### src/rtl/serial_shift_receiver.sv
// Deserializer for the 4-wire 595-style shift protocol. Every serial input is
// synchronized and edge-detected in the clk domain; nothing is clocked by ser_clk.
module serial_shift_receiver #(
    parameter int WIDTH       = 64,
    parameter int SYNC_STAGES = 2,
    parameter int CNT_W       = 16
) (
    input  logic             clk,
    input  logic             rst_async_n,
    input  logic             ser_clk,
    input  logic             ser_do,
    input  logic             ser_pen,
    input  logic             ser_clr_n,
    output logic [WIDTH-1:0] data_out,
    output logic             frame_valid,
    output logic [CNT_W-1:0] frame_count,
    output logic [7:0]       bit_count,
    output logic             len_err
);

    logic [SYNC_STAGES-1:0] clk_sync, do_sync, pen_sync, clr_sync;
    logic                   clk_hist, pen_hist;
    logic                   clk_s, do_s, pen_s, clr_s;
    logic                   clk_rise, pen_rise;
    logic [WIDTH-1:0]       sreg, sreg_nxt;
    logic [7:0]             cnt_nxt;

    assign clk_s    = clk_sync[SYNC_STAGES-1];
    assign do_s     = do_sync[SYNC_STAGES-1];
    assign pen_s    = pen_sync[SYNC_STAGES-1];
    assign clr_s    = clr_sync[SYNC_STAGES-1];
    assign clk_rise = clk_s & ~clk_hist;
    assign pen_rise = pen_s & ~pen_hist;

    // Equal-depth chains keep ser_do aligned with ser_clk after synchronization.
    always_ff @(posedge clk or negedge rst_async_n) begin
        if (!rst_async_n) begin
            clk_sync <= '0;
            do_sync  <= '0;
            pen_sync <= '0;
            clr_sync <= '0;
            clk_hist <= 1'b0;
            pen_hist <= 1'b0;
        end else begin
            // NOTE: non-blocking assignments so every flop samples its pre-edge input.
            clk_sync <= {clk_sync[SYNC_STAGES-2:0], ser_clk};
            do_sync  <= {do_sync[SYNC_STAGES-2:0], ser_do};
            pen_sync <= {pen_sync[SYNC_STAGES-2:0], ser_pen};
            clr_sync <= {clr_sync[SYNC_STAGES-2:0], ser_clr_n};
            clk_hist <= clk_s;
            pen_hist <= pen_s;
        end
    end

    // Clear dominates a shift; a latch in the same cycle sees this next state.
    always_comb begin
        // NOTE: defaults first so no path leaves a variable unassigned (no latch).
        sreg_nxt = sreg;
        cnt_nxt  = bit_count;
        if (!clr_s) begin
            sreg_nxt = '0;
            cnt_nxt  = 8'd0;
        end else if (clk_rise) begin
            sreg_nxt = {sreg[WIDTH-2:0], do_s};
            cnt_nxt  = (bit_count == 8'hFF) ? 8'hFF : bit_count + 8'd1;
        end
    end

    // bit_count doubles as state: 0 idle, 1..WIDTH shifting, above WIDTH overrun.
    always_ff @(posedge clk or negedge rst_async_n) begin
        if (!rst_async_n) begin
            sreg        <= '0;
            bit_count   <= 8'd0;
            data_out    <= '0;
            frame_valid <= 1'b0;
            frame_count <= '0;
            len_err     <= 1'b0;
        end else begin
            frame_valid <= 1'b0;
            sreg        <= sreg_nxt;
            bit_count   <= cnt_nxt;
            if (pen_rise) begin
                data_out    <= sreg_nxt;
                len_err     <= (int'(cnt_nxt) != WIDTH);
                frame_count <= frame_count + CNT_W'(1);
                frame_valid <= 1'b1;
                bit_count   <= 8'd0;
            end
        end
    end

endmodule

### config.mk
export PLATFORM = sky130hd
export DESIGN_NAME = serial_shift_receiver
export DESIGN_NICKNAME = d
export VERILOG_FILES = /design/src/rtl/serial_shift_receiver.sv
export SDC_FILE = /design/constraint.sdc
export NUM_CORES = 1
export LEC_CHECK = 0
export BUFFER_PORTS_ARGS = -buffer_cell sky130_fd_sc_hd__buf_2
export CORE_MARGIN = 3
export CORE_UTILIZATION = 35
export DETAILED_ROUTE_END_ITERATION = 10
export SYNTH_ARGS = -nofsm -noshare
export SYNTH_HDL_FRONTEND = slang
export SYNTH_SLANG_ARGS = --single-unit
export TNS_END_PERCENT = 100
### constraint.sdc
create_clock -name clk -period 4.55 [get_ports clk]
set_input_delay 0.91 -clock clk [delete_from_list [all_inputs] [get_ports clk]]
set_output_delay 0.91 -clock clk [all_outputs]
set_load 0.05 [all_outputs]
# Yosys cells after proc, flatten, opt, wreduce, memory -nomap -nowiden
# Index checks and enable logic that the tools add are counted.
# classes
add_sub_neg,2
multipliers,0
div,0
n_lt_le_gt_ge,0
eq_ne,2
shift,0
muxes,7
n_bitwise,4
n_reduce_logical,0
# ops
op,count
64-bit two-way mux,2
8-bit two-way mux,4
16-bit by 1-bit adder with 16-bit output (second input constant),1
8-bit by 1-bit adder with 8-bit output (second input constant),1
8-bit equality test (second input constant),1
8-bit != test (second input constant),1
1-bit bitwise AND,2
1-bit NOT,2
1-bit two-way mux,1
# word_totals
regBits,164
latchBits,0
mem_bits_rw,0
mem_bits_ro,0
inputBits,6
out_inout_bits,90
elab_cells,27
memories,0

# Depth between registers and ports, before layout
# logic_depth
depth_word,5
mapped_depth,8
ltp_nobuf,6

# Worst setup path before layout
# No wires, ideal clock.
# synth_path
path_type,reg2reg
start,reg bit_count[1]
end,reg len_err
setup_ps,135
arrival_ps,1853
required_ps,4415
path_slack_ps,2562
path_stages_with_launch,7
cell_sequence,dfrtp_1 ha_1 nand4b_1 nor3b_1 o2111ai_1 nor4_2 a31oi_1
# synth_between
elab_chain_len,5
elab_cells_between_ends,6
# synth_rtl
element,line,text
"start, declared",17,"output logic [7:0] bit_count,"
"start signal, assigned",81,bit_count <= cnt_nxt;
8-bit by 1-bit adder with 8-bit output or 8-bit equality test (tied branches),65,cnt_nxt = (bit_count == 8'hFF) ? 8'hFF : bit_count + 8'd1;
8-bit two-way mux,65,
8-bit two-way mux *,63,end else if (clk_rise) begin
8-bit two-way mux *,60,if (!clr_s) begin
8-bit != test *,84,len_err <= (int'(cnt_nxt) != WIDTH);
"end signal, assigned",84,
"end, declared",18,output logic len_err
# Mark *: on every way between the ends. The rest lies on a longest branch, timed or not.
# A chain may end at the register's enable or synchronous reset.

# Worst setup path after layout
# layout_path
start,reg clk_sync[1]
end,reg data_out[27]
# layout_between
elab_chain_len,3
# layout_rtl
element,line,text
"start, declared",21,"logic [SYNC_STAGES-1:0] clk_sync, do_sync, pen_sync, clr_sync;"
"start signal, assigned",46,"clk_sync <= {clk_sync[SYNC_STAGES-2:0], ser_clk};"
1-bit bitwise AND,32,assign clk_rise = clk_s & ~clk_hist;
64-bit two-way mux,63,
64-bit two-way mux,60,
net sreg_nxt[27],25,"logic [WIDTH-1:0] sreg, sreg_nxt;"
"end signal, assigned",83,data_out <= sreg_nxt;
"end, declared",14,"output logic [WIDTH-1:0] data_out,"
# The timed path passes the listed nets, and every way through them passes these cells.

==> impl_metrics.toml <==
[cts]
cts.sinks = 164
htree_levels = 4
cts_tree = "built"
path_clk_slew_ns = 0.06
postCtsSetupBuffers = 0
insertion_delay_ns = 0.41
hold_buffers = 0
cts_root_buffer = "clkbuf_16"
cts_buffers = 17
cts_resized = 0
cts_max_path_buffers = 2

[route]
ant_nets = 0
drc = 0
wire_per_inst_um = 15.3
vias = 3880
drtPass1Iterations = 4
drtIter0Drc = 181
vias_per_cell = 4.76
drt-total-wl_um = 12500

[synthesis]
synth_edf_count = 0
syn_nets = 484
synth.ff_latch_count = 164
synthDistinctLibCells = 36
synthXorXnorAreaFrac_pct = 2.25
synth-simple-area-share_pct = 10.8
avgSynthCellArea_um2 = 13.9
ys_warn_count = 0
ys_seq_area_share_pct = 62.1
synth_top_family_by_area = "multiplexers"
syn_inst = 476
synthFlopType = "dfrtp_1"
synthAdderAreaFrac_pct = 0.378
synth_mux_area_share_pct = 20.9
synthArstFlopShare_pct = 100
mappedNetlistArea_mm2 = 0.00661
synth_compound_area_share_pct = 1.55

[global_routing]
overflow = 0
grt_max_degree = 97
antenna_found_initial = 1
grt_pass1_wl_um = 20600
grt_use_total_pct = 12.6
grt_pass1_vias = 4068

[timing]
worst_pin_slew_ns = 1.00
final-setup-viol-count = 0
slew_viol_final = 0
tns_ns = 0
relSlewSlack_pct = 33.0
hold_viol_final = 0
finalWorstPathRequiredPeriod_ns = 2.26
fin_crit_sh_pct = 49.6
grt_setup_unrepaired = "no"
fmax_mhz = 443
fin_skew_ns = 0.00889

[setup_path]
crit-reg2reg-launch = "clk_sync[1]"
cp-start-kind = "register"
critPathKind = "register to register"
r2r_slack_ns = 2.29
end_kind = "register"
crit_start = "clk_sync[1]"
reg2regPathDepth = 5
worst_r2r_endpoint = "data_out[27]"
cp_data_arrival_time_ns = 2.56
crit_fanout = 23
endpoint = "data_out[27]"
worstPathRequired_ns = 4.85

[pwr]
total_power_mw = 3.24
power.leakage_nw = 3.92
vdd_drop_max_mv = 0.237
power_density_mw_per_mm2 = 409

[floorplan]
die_h_um = 143
core_mm2 = 0.0183
rows = 49
die_w_um = 143
ioPinCount = 96
dieArea_mm2 = 0.0206
start_util_pct = 36.2

[layout]
nNetsFinal = 581
fin_util_pct = 43.4
diodes = 0
area_delta_synth_final_pct = 19.9
final_common_cell = "dfrtp_1"
final_cell_mix = "dfrtp_1 (163), buf_2 (94), mux2i_1 (66), nor2b_1 (64), mux2_2 (64)"
drive_gt1_share_pct = 34.0

[place]
io_buffer_count = 95
dp_hpwl_um = 8180
gp_congestion = 0.805

[min_path]
hold_path.class = "register to register"

[job]
maxCapViolations = 0

[status]
status = "completed"
-- kinds of logic after synthesis --
family	count (synthesis)
xor+xnor	17
mux	130
compound gates	17
fa+ha+maj	2
flops	164
buf+inv	25
simple gates	121
-- power breakdown --
part           internal [mW]  switching [mW]
clock                  0.909           0.571
sequential              1.49          0.0397
combinational         0.0724           0.165
-- final cells by class --
cell class | instances | area, um2
well taps | 229 | 287
fillers | 1679 | 10300
flip-flops and latches | 164 | 4110
inverters | 3 | 12.5
clock buffers | 21 | 470
repair buffers | 100 | 532
clock inverters | 11 | 150
multi-input cells | 287 | 2370
-- worst min path at each step --
stage / startpoint / endpoint / slack (ns) / depth (start not counted)
finish: do_sync[0] / do_sync[1] / 0.35 / 0
global route: do_sync[0] / do_sync[1] / 0.35 / 0
CTS: do_sync[0] / do_sync[1] / 0.35 / 0
detailed placement: clr_sync[0] / clr_sync[1] / 0.34 / 0
global placement: clr_sync[0] / clr_sync[1] / 0.33 / 0
floorplan: clk_sync[0] / clk_sync[1] / 0.33 / 0
-- metrics by stage --
stage / cells / setup slack (ns) / hold slack [ns] / cell area (um2)
global placement: 783 / 2.35 / 0.333 / 7310
detailed placement: 783 / 2.23 / 0.335 / 7310
finish: 815 / 2.29 / 0.349 / 7930
floorplan: 476 / 2.56 / 0.331 / 6610
global route: 815 / 2.09 / 0.351 / 7930
CTS: 815 / 2.23 / 0.352 / 7930
-- per-layer routing --
layer,up-vias,global-route usage (%),part of all wire [%]
met5,-,0,0.10
met4,2,4.01,0.80
met3,9,4.46,5.1
met2,88,20.1,48
met1,1941,16.2,46
li1,1840,-,-
-- cells in the mapped netlist, types with 4 or more instances --
master	instances	area (um2)
dfrtp_1	164	4100
mux2i_1	66	661
mux2_2	64	721
nor2b_1	64	400
nand2_1	19	71.3
xnor2_1	15	131
a21oi_1	8	40.0
clkbuf_1	8	30.0
nor2_1	8	30.0
nand3_1	7	35.0
buf_1	6	22.5
and3_1	5	31.3
a31oi_1	4	25.0
buf_4	4	30.0
buf_6	4	45.0
nor3_1	4	20.0
-- critical path: stages (launching register included) --
cell	delay, ns
dfrtp_1	0.41
nor2b_4	0.74
buf_4	0.41
mux2i_1	0.23
nor2b_1	0.08
mux2_2	0.26
-- sequential cells by signal, summed over array words and instances, names as in the netlist, 2 cells and up --
| name | count |
|---|---|
| pen_sync | 2 |
| sreg | 64 |
| clr_sync | 2 |
| clk_sync | 2 |
| frame_count | 16 |
| do_sync | 2 |
| bit_count | 8 |
| data_out | 64 |
No activity file was read; power rests on OpenSTA's default activity.
